## src/rtl/coherence_cache_ctrl.sv

```systemverilog
// coherence_cache_ctrl: MSI-style controller for a direct-mapped array with processor, bus and snoop ports
module coherence_cache_ctrl #(
  parameter int IDX_W = 2,
  parameter int TAG_W = 6,
  localparam int ADDR_W = TAG_W + IDX_W,
  localparam int LINES = 2 ** IDX_W
) (
  input  logic              clock,
  input  logic              reset_n,
  input  logic              cpu_req_valid,
  input  logic              cpu_req_write,
  input  logic [ADDR_W-1:0] cpu_req_addr,
  output logic              cpu_req_ready,
  output logic              cpu_done,
  output logic              cpu_hit,
  output logic              bus_valid,
  input  logic              bus_ready,
  output logic [1:0]        bus_msg,
  output logic [ADDR_W-1:0] bus_addr,
  output logic [1:0]        action,
  output logic [ADDR_W-1:0] action_addr,
  input  logic              snoop_valid,
  input  logic [1:0]        snoop_msg,
  input  logic [ADDR_W-1:0] snoop_addr,
  output logic              snoop_wb
);
  typedef enum logic [1:0] {IDLE, COMPARE, BUS} fsm_t;
  localparam logic [1:0] INV = 2'b00, EXC = 2'b01, SHR = 2'b10;
  fsm_t state_q, state_d;
  logic [1:0] st_q [LINES];
  logic [TAG_W-1:0] tag_q [LINES];
  logic req_write_q, pend_hit_q, done_q, hit_q, snoop_wb_q;
  logic [ADDR_W-1:0] req_addr_q, action_addr_q;
  logic [1:0] msg_q, action_q;
  logic [IDX_W-1:0] idx, sidx;
  logic [TAG_W-1:0] tg, stag;
  logic hit, fast, stall, victim, snoop_match;
  logic [1:0] miss_msg;
  assign idx = req_addr_q[IDX_W-1:0];
  assign tg = req_addr_q[ADDR_W-1:IDX_W];
  assign sidx = snoop_addr[IDX_W-1:0];
  assign stag = snoop_addr[ADDR_W-1:IDX_W];
  assign hit = st_q[idx] != INV && tag_q[idx] == tg;
  assign fast = hit && (!req_write_q || st_q[idx] == EXC);
  assign stall = snoop_valid && snoop_msg != 2'b00 && sidx == idx;
  assign victim = !hit && st_q[idx] == EXC;
  assign miss_msg = hit ? 2'b10 : (req_write_q ? 2'b11 : 2'b01);
  assign snoop_match = snoop_valid && snoop_msg != 2'b00 && st_q[sidx] != INV && tag_q[sidx] == stag;
  assign cpu_req_ready = state_q == IDLE;
  assign cpu_done = done_q;
  assign cpu_hit = hit_q;
  assign bus_valid = state_q == BUS;
  assign bus_msg = state_q == BUS ? msg_q : 2'b00;
  assign bus_addr = state_q == BUS ? req_addr_q : '0;
  assign action = action_q;
  assign action_addr = action_addr_q;
  assign snoop_wb = snoop_wb_q;
  // FSM state register
  always_ff @(posedge clock) begin
    if (!reset_n) state_q <= IDLE;
    else state_q <= state_d;
  end
  // next state: accept, compare (stalling on same-index snoop), wait for bus accept
  always_comb begin
    state_d = state_q;
    state_d = state_q == IDLE ? (cpu_req_valid ? COMPARE : IDLE) :
              state_q == COMPARE ? (stall ? COMPARE : (fast ? IDLE : BUS)) :
              (bus_ready ? IDLE : BUS);
  end
  // line array, request latch and output pulses; install is written last so it beats a same-edge snoop
  always_ff @(posedge clock) begin
    if (!reset_n) begin
      st_q <= '{default: INV};
      tag_q <= '{default: '0};
      req_write_q <= 1'b0;
      req_addr_q <= '0;
      pend_hit_q <= 1'b0;
      msg_q <= 2'b00;
      action_q <= 2'b00;
      action_addr_q <= '0;
      done_q <= 1'b0;
      hit_q <= 1'b0;
      snoop_wb_q <= 1'b0;
    end else begin
      done_q <= 1'b0;
      hit_q <= 1'b0;
      action_q <= 2'b00;
      snoop_wb_q <= snoop_match && st_q[sidx] == EXC && snoop_msg[0];
      if (snoop_match) st_q[sidx] <= snoop_msg == 2'b01 ? SHR : INV;
      if (state_q == IDLE && cpu_req_valid) begin
        req_write_q <= cpu_req_write;
        req_addr_q <= cpu_req_addr;
      end
      if (state_q == COMPARE && !stall) begin
        if (fast) begin
          done_q <= 1'b1;
          hit_q <= 1'b1;
        end else begin
          msg_q <= miss_msg;
          pend_hit_q <= hit;
          if (victim) begin
            action_q <= req_write_q ? 2'b10 : 2'b01;
            action_addr_q <= {tag_q[idx], idx};
          end
        end
      end
      if (state_q == BUS && bus_ready) begin
        st_q[idx] <= req_write_q ? EXC : SHR;
        tag_q[idx] <= tg;
        done_q <= 1'b1;
        hit_q <= pend_hit_q;
      end
    end
  end
endmodule

```

## config.mk

```make
export PLATFORM = sky130hd
export DESIGN_NAME = coherence_cache_ctrl
export DESIGN_NICKNAME = d
export VERILOG_FILES = /design/src/rtl/coherence_cache_ctrl.sv
export SDC_FILE = /design/constraint.sdc
export NUM_CORES = 1
export LEC_CHECK = 0
export ABC_AREA = 1
export CAP_MARGIN = 20
export CORE_MARGIN = 2
export CORE_UTILIZATION = 29
export DETAILED_ROUTE_END_ITERATION = 10
export GPL_ROUTABILITY_DRIVEN = 0
export SYNTH_ARGS = -nofsm -noshare
export SYNTH_HDL_FRONTEND = slang
export SYNTH_SLANG_ARGS = --single-unit
```

## constraint.sdc

```tcl
create_clock -name clock -period 1.9 [get_ports clock]
set_input_delay 0.57 -clock clock [delete_from_list [all_inputs] [get_ports clock]]
set_output_delay 0.57 -clock clock [all_outputs]
set_load 0.05 [all_outputs]
```

==> impl_summary.txt, run 1 <==
----------------------------------------------------
[Outcome]
  Run status ... finished, final reports clean

[Timing]
  Transition time of the tightest slew-check pin ... 0.410 ns
  Hold Fails Final Rpt ... 0
  Min Clock Period, post-route ... 1.90 ns
  Worst clock skew on the final layout ... 0.00832 ns
  Pins Over Slew Limit ... 0
  Final setup violation count ... 0
  Setup repair after global routing missed its margin ... yes
  Min setup slack post-route ... 0.00481 ns
  Headroom to the max-slew limit ... 72.6%
  Share of the clock period used by the worst path after layout ... 99.7%
  Achievable frequency ... 528 MHz

[Die]
  Horiz. Die Dim ... 111 um
  Initial core utilization ... 29.5%
  Die Footprint ... 0.0124 sq mm
  Core box area ... 0.0114 sq mm
  Count of pins on the block boundary ... 49
  Row count ... 39
  Height of the die ... 111 um

[Logic synthesis]
  Most used flip-flop cell after synthesis ... sky130_fd_sc_hd__dfxtp_1
  Cell with the most instances after synthesis ... sky130_fd_sc_hd__nand2_1
  Synth area leaders ... sky130_fd_sc_hd__dfxtp_1, sky130_fd_sc_hd__nand2_1, sky130_fd_sc_hd__o21ai_0
  Unique cell type count in the Yosys netlist ... 31
  Cell area after synthesis ... 0.00335 sq mm
  Warnings from Yosys ... 0
  Share of synthesized area occupied by flip-flops and latches ... 35.3%
  Synthesis-stage register bit count ... 59
  Number of instances in the synthesized netlist ... 524
  Fraction of synthesized cell area taken by the top area cell type ... 35.3%
  Synth area leader ... sky130_fd_sc_hd__dfxtp_1
  Fraction of registers with async set or reset after synthesis ... 0%
  Post-synth top cells ... sky130_fd_sc_hd__nand2_1, sky130_fd_sc_hd__dfxtp_1, sky130_fd_sc_hd__inv_1
  EDFF count, synth ... 0
  Mean area per synthesized cell ... 6.39 sq um
  Net count after synthesis ... 548

[Finish]
  Layout Cell Area excl Fill ... 0.00499 sq mm
  Fraction of layout cells with a size suffix above 1 ... 29.4%
  Count of fill cells added during filler insertion ... 1130
  Final layout net count ... 639
  Area delta synth->final ... 48.8%
  Post-layout instance count excluding filler cells ... 763
  Count of antenna diodes in the layout ... 0

[Critical path]
  Worst R2R End ... action_addr[4]$_SDFFE_PN0P_
  R2r worst-path depth ... 15
  Origin of the worst setup path ... state_q[1]$_SDFF_PP0_
  Launching element type of the critical path ... register
  Reg2reg start ... req_addr_q[0]$_SDFFE_PN0P_
  Register-to-Register Setup Slack ... 0.13 ns
  Req. time, crit path ... 1.33 ns
  Critical path start-end classification ... reg -> out
  Critical Path End Type ... output port
  Largest driver fanout on the critical path ... 5
  CP Data Arrival Time ... 1.33 ns

[Placement]
  Cell area after placement ... 0.00441 sq mm
  Placed instance count ... 737
  HPWL reported at the end of detailed placement ... 7170 um
  Number of port buffers ... 48
  Placement-stage worst setup slack ... -0.724 ns

[Clock tree]
  Number of buffers created by CTS ... 9
  Later-pin clock latency in the skew report ... 0.33 ns
  Clock transition at the registers of the reported paths ... 0.05 ns
  Clk buf depth ... 2
  Clock sinks ... 59
  Cell at the root of the clock tree ... sky130_fd_sc_hd__clkbuf_16
  Maximum level of the CTS H-tree ... 3
  TritonCTS clock tree ... yes

[Global routing]
  Maximum number of pins on one net before global-route repair ... 25
  Grt ovf ... 0
  Wire length of the first global-routing pass ... 16200 um
  GR Util All Layers ... 15.9%
  Vias in the first global route ... 3344
  Antenna violations before repair ... 0

[Detailed routing]
  DRC Markers ... 0
  Vias after detailed routing ... 3510
  Drt via density ... 4.60
  Initial drt markers ... 252
  Wirelength, routed ... 9690 um
  Post-detailed-route count of antenna-violating nets ... 0
  DR pass1 iterations ... 4
  Wire length per cell ... 12.7 um

[Worst hold path]
  Worst Hold Path EP ... msg_q[0]$_SDFFE_PN0P_
  Startpoint of the most critical hold path ... msg_q[0]$_SDFFE_PN0P_
  Number of cells traversed by the worst hold path ... 2
  Worst Hold Class ... reg -> reg

[Power and ir drop]
  LEAKAGE ... 2.22 nW
  PwrDens ... 692 mW/mm^2
  Worst IR drop on VDD ... 0.000329 V

[Flow run]
  MaxCap Viol Count ... 0

----------------------------------------------------
stage by stage:
step / setup TNS, ns / hold WS (ns) / power, W / utilization (%)
global route: -0.353 / 0.509 / 0.00357 / 43.9
detailed placement: -18.43 / 0.457 / 0.00179 / 38.8
finish: 0 / 0.462 / 0.00345 / 43.9
CTS: 0 / 0.464 / 0.00343 / 42.4
floorplan: 0 / 0.439 / 0.00159 / -
global placement: -16.77 / 0.451 / 0.00178 / 38.8
worst max-delay path, stage by stage, from the launching register on:
cell and delay, ns:
sky130_fd_sc_hd__dfxtp_2 0.33, sky130_fd_sc_hd__inv_2 0.05, sky130_fd_sc_hd__nor2_4 0.12, sky130_fd_sc_hd__inv_4 0.07, sky130_fd_sc_hd__buf_12 0.15, sky130_fd_sc_hd__nor2_4 0.12
sky130_fd_sc_hd__buf_12 0.14
power by group:
part	switching [W]	total (W)	internal [W]
Sequential	0.0000310	0.00130	0.00127
Combinational	0.000297	0.000523	0.000226
Clock	0.000574	0.00162	0.00105
Total	0.000902	0.00345	0.00255
layer usage:
layer  vias up  track usage (%)  share of wire [%]
met4         0             5.27               0.95
li1       1830                -                  -
met3        11             3.59                6.9
met2        95             24.4                 45
met5         -                0                  0
met1      1574             22.1                 47
sequential cells by signal, summed over array words and instances, names as in the netlist:
signal / cells
action_addr: 8
pend_hit_q: 1
action: 2
snoop_wb: 1
msg_q: 2
tag_q: 24
cpu_hit: 1
state_q: 2
req_write_q: 1
st_q: 8
req_addr_q: 8
cpu_done: 1
worst max-delay path by stage:
stage / end / slack (ns) / cells after the start
2_1_floorplan: bus_addr[0] / 0.007 / 5
3_3_place_gp: st_q[2]$_SDFF_PN0_ / -0.66 / 14
3_5_place_dp: st_q[4]$_SDFF_PN0_ / -0.72 / 14
4_1_cts: pend_hit_q$_SDFFE_PN0P_ / 0.0009 / 11
5_1_grt: bus_addr[3] / -0.05 / 6
6_report: bus_addr[4] / 0.005 / 6
final cells by class:
class	instances	area [sq um]	share of cell area, %
clock buffers	12	246	4.94
inverters	64	248	4.97
multi-input cells	382	1980	39.7
clock inverters	4	50.0	1.00
flip-flops and latches	59	1190	23.8
well taps	143	179	3.59
repair buffers	99	1090	22.0
placed cells by master (no fill, tap or decap), drive strengths merged:
cell             n
nand2          171
buf             73
nor2            67
inv             63
dfxtp           59
o21ai           55
a21oi           48
nand3           31
clkdlybuf4s50   21
clkbuf          16
nand4            3
xor2             2
nand3b           2
clkinvlp         2
clkinv           2
nor3             1
nor4             1
mux2             1
bufinv           1
bufbuf           1
cells by family (layout without fill, tap and decap cells):
family                 count (synthesis)  in the layout  synth area share, %
AND/OR/NAND/NOR                      276            276                 36.7
AO/OA/AOI/OAI                        103            103                 16.2
buffers and inverters                 83            179                 11.1
flip-flops                            59             59                 35.3
XOR/XNOR                               2              2                0.523
multiplexers                           1              1                0.336
repair_timing:
item                       CTS  global route
pin swaps                    7            18
resized for setup           23            39
hold buffers                 0             0
gates cloned                 1             3
setup endpoints to repair   34            33
buffers inserted             3             3
(Power assumes the default switching activity.)
==> run 2: changes to the inputs <==
- CORE_MARGIN: 2 -> 1.5
==> impl_summary.txt, run 2 (synthesis results as in run 1) <==
----------------------------------------------------
[Outcome]
  Run status ... finished, violations left (was finished, final reports clean)
  Violated checks ... negative setup slack

[Power and ir drop]
  Combinational cell fraction of total power ... 15.5% (was 15.2%)
  Design Power ... 0.00334 W (was 0.00345 W)
  Internal Pwr Total ... 0.00246 W (was 0.00255 W)
  Switching power summed over all nets ... 0.000876 W (was 0.000902 W)
  LEAKAGE ... 2.20 nW (was 2.22 nW)
  Switching part of the total power ... 26.2% (about the same)
  Share of power burned in registers ... 38.9% (was 37.8%)
  PwrDens ... 674 mW/mm^2 (was 692 mW/mm^2)
  Worst IR drop on VDD ... 0.000317 V (was 0.000329 V)
  Part of the power in the clock network ... 45.6% (was 47.0%)

[Finish]
  Top register by number of flip-flops ... tag_q (unchanged)
  Fraction of layout cells with a size suffix above 1 ... 29.6% (was 29.4%)
  Area delta synth->final ... 47.9% (was 48.8%)
  Layout Cell Area excl Fill ... 0.00495 sq mm (was 0.00499 sq mm)
  Leading cell type in the layout, fill and taps excluded ... sky130_fd_sc_hd__nand2_1 (unchanged)
  Max reg flops ... 24 (unchanged)
  Count of antenna diodes in the layout ... 0 (unchanged)
  Final layout net count ... 641 (was 639)
  Commonest cells after routing, fill and taps aside ... sky130_fd_sc_hd__nand2_1, sky130_fd_sc_hd__buf_4, sky130_fd_sc_hd__inv_1, sky130_fd_sc_hd__dfxtp_1, sky130_fd_sc_hd__a21oi_1 (was sky130_fd_sc_hd__nand2_1, sky130_fd_sc_hd__inv_1, sky130_fd_sc_hd__dfxtp_1)

[Detailed routing]
  Vias after detailed routing ... 3588 (was 3510)
  Wire length per cell ... 12.8 um (was 12.7 um)
  DRC Markers ... 0 (unchanged)
  Initial drt markers ... 210 (was 252)
  Drt via density ... 4.70 (was 4.60)
  Wirelength, routed ... 9800 um (was 9690 um)
  Post-detailed-route count of antenna-violating nets ... 0 (unchanged)
  DR pass1 iterations ... 5 (was 4)

[Timing]
  Final setup violation count ... 1 (was 0)
  Transition time of the tightest slew-check pin ... 0.397 ns (was 0.410 ns)
  Hold Fails Final Rpt ... 0 (unchanged)
  Min setup slack post-route ... -0.000207 ns (was 0.00481 ns)
  Min Clock Period, post-route ... 1.90 ns (about the same)
  Worst clock skew on the final layout ... 0.00677 ns (was 0.00832 ns)
  Total negative slack ... -0.000207 ns (was 0 ns)
  Setup repair after global routing missed its margin ... yes (unchanged)
  Headroom to the max-slew limit ... 73.5% (was 72.6%)
  Share of the clock period used by the worst path after layout ... 100% (was 99.7%)
  Pins Over Slew Limit ... 0 (unchanged)
  Achievable frequency ... 526 MHz (was 528 MHz)

[Clock tree]
  Cell at the root of the clock tree ... sky130_fd_sc_hd__clkbuf_16 (unchanged)
  Number of buffers created by CTS ... 9 (unchanged)
  Maximum level of the CTS H-tree ... 3 (unchanged)
  Later-pin clock latency in the skew report ... 0.33 ns (about the same)
  Clock transition at the registers of the reported paths ... 0.05 ns (about the same)
  TritonCTS clock tree ... yes (unchanged)
  Clk buf depth ... 2 (unchanged)
  Clock sinks ... 59 (unchanged)
  Cts hold-fix bufs ... 0 (unchanged)

[Critical path]
  Req. time, crit path ... 1.33 ns (about the same)
  CP Data Arrival Time ... 1.33 ns (about the same)
  Slowest CP cell ... sky130_fd_sc_hd__dfxtp_2 (unchanged)
  Critical path start-end classification ... reg -> out (unchanged)
  Chain of cells forming the critical path ... inv_2 -> nor2_4 -> inv_4 -> buf_12 -> nor2_4 -> buf_12 (unchanged)
  Worst Path Buf+Inv ... 4 (unchanged)
  Crit path max-delay family ... buffers and inverters (unchanged)
  Launching element type of the critical path ... register (unchanged)
  Largest driver fanout on the critical path ... 5 (unchanged)
  Critical Path End Type ... output port (unchanged)
  Biggest cell delay along the critical path ... 0.35 ns (was 0.33 ns)

[Placement]
  Cell area after placement ... 0.00445 sq mm (was 0.00441 sq mm)
  Number of port buffers ... 48 (unchanged)
  HPWL reported at the end of detailed placement ... 7210 um (was 7170 um)

[Die]
  Height of the die ... 110 um (was 111 um)
  Count of pins on the block boundary ... 49 (unchanged)
  Initial core utilization ... 29.6% (was 29.5%)
  Core box area ... 0.0113 sq mm (was 0.0114 sq mm)
  Horiz. Die Dim ... 110 um (was 111 um)
  Die Footprint ... 0.0122 sq mm (was 0.0124 sq mm)
  Row count ... 39 (unchanged)

[Flow run]
  MaxCap Viol Count ... 0 (unchanged)

[Global routing]
  Antenna violations before repair ... 0 (unchanged)
  Grt ovf ... 0 (unchanged)
  GR Util All Layers ... 16.0% (was 15.9%)
  Maximum number of pins on one net before global-route repair ... 29 (was 25)
  Wire length of the first global-routing pass ... 16000 um (was 16200 um)
  Vias in the first global route ... 3354 (was 3344)

[Worst hold path]
  Worst Hold Class ... reg -> reg (unchanged)

----------------------------------------------------
==> run 2: routing by layer <==
metal | GRT usage [%] | vias to the layer above | part of all wire (%)
met1 | 21.8 | 1596 | 47
met2 | 24.6 | 121 | 44
met3 | 3.62 | 21 | 6.4
li1 | - | 1850 | -
met5 | 0 | - | 0
met4 | 6.24 | 0 | 2.7
==> run 2: power by group through the flow <==
stage / clock network (W) / registers (W) / logic (W)
floorplan: 0 / 0.00132 / 0.000277
CTS: 0.00153 / 0.00130 / 0.000475
global placement: 0 / 0.00132 / 0.000464
global route: 0.00159 / 0.00130 / 0.000566
finish: 0.00152 / 0.00130 / 0.000516
detailed placement: 0 / 0.00132 / 0.000468
==> run 2: cell type report <==
cell class / count / area, sq um
Fill cell: 1168 / 6370
Multi-Input combinational cell: 383 / 2020
Sequential cell: 59 / 1190
Timing Repair Buffer: 100 / 1040
Clock buffer: 13 / 270
Inverter: 64 / 245
Tap cell: 143 / 179
Clock inverter: 2 / 10.0
==> run 2: timing repair <==
| item | CTS | global route |
|---|---|---|
| buffers inserted | 1 | 5 |
| gates cloned | 0 | 2 |
| resized for setup | 18 | 50 |
| pin swaps | 2 | 9 |
| setup endpoints to repair | 33 | 28 |
==> run 2: worst min-delay path: cells and delay by family, from the launching register on <==
family           cells  cell delay [ns]
and+or+nand+nor      2             0.11
DFF                  1             0.32
==> run 2: final timing paths <==
kind,depth (start not counted),slack (ns),end,startpoint
hold / removal,2,0.47,msg_q[1]$_SDFFE_PN0P_,msg_q[1]$_SDFFE_PN0P_
setup reg to reg,9,0.12,action_addr[4]$_SDFFE_PN0P_,req_addr_q[0]$_SDFFE_PN0P_
setup / recovery,6,-0.0002,bus_addr[0],state_q[1]$_SDFF_PP0_
hold reg to reg,2,0.47,msg_q[1]$_SDFFE_PN0P_,msg_q[1]$_SDFFE_PN0P_
==> run 2: metrics by stage <==
| step | hold WS (ns) | std cells | util, % | setup slack [ns] |
|---|---|---|---|---|
| global route | 0.506 | 764 | 43.8 | -0.0385 |
| detailed placement | 0.457 | 742 | 39.3 | -0.763 |
| finish | 0.466 | 764 | 43.8 | -0.000207 |
| global placement | 0.449 | 742 | 39.3 | -0.727 |
| floorplan | 0.439 | 524 | - | 0.00734 |
| CTS | 0.468 | 758 | 42.0 | 0.000641 |
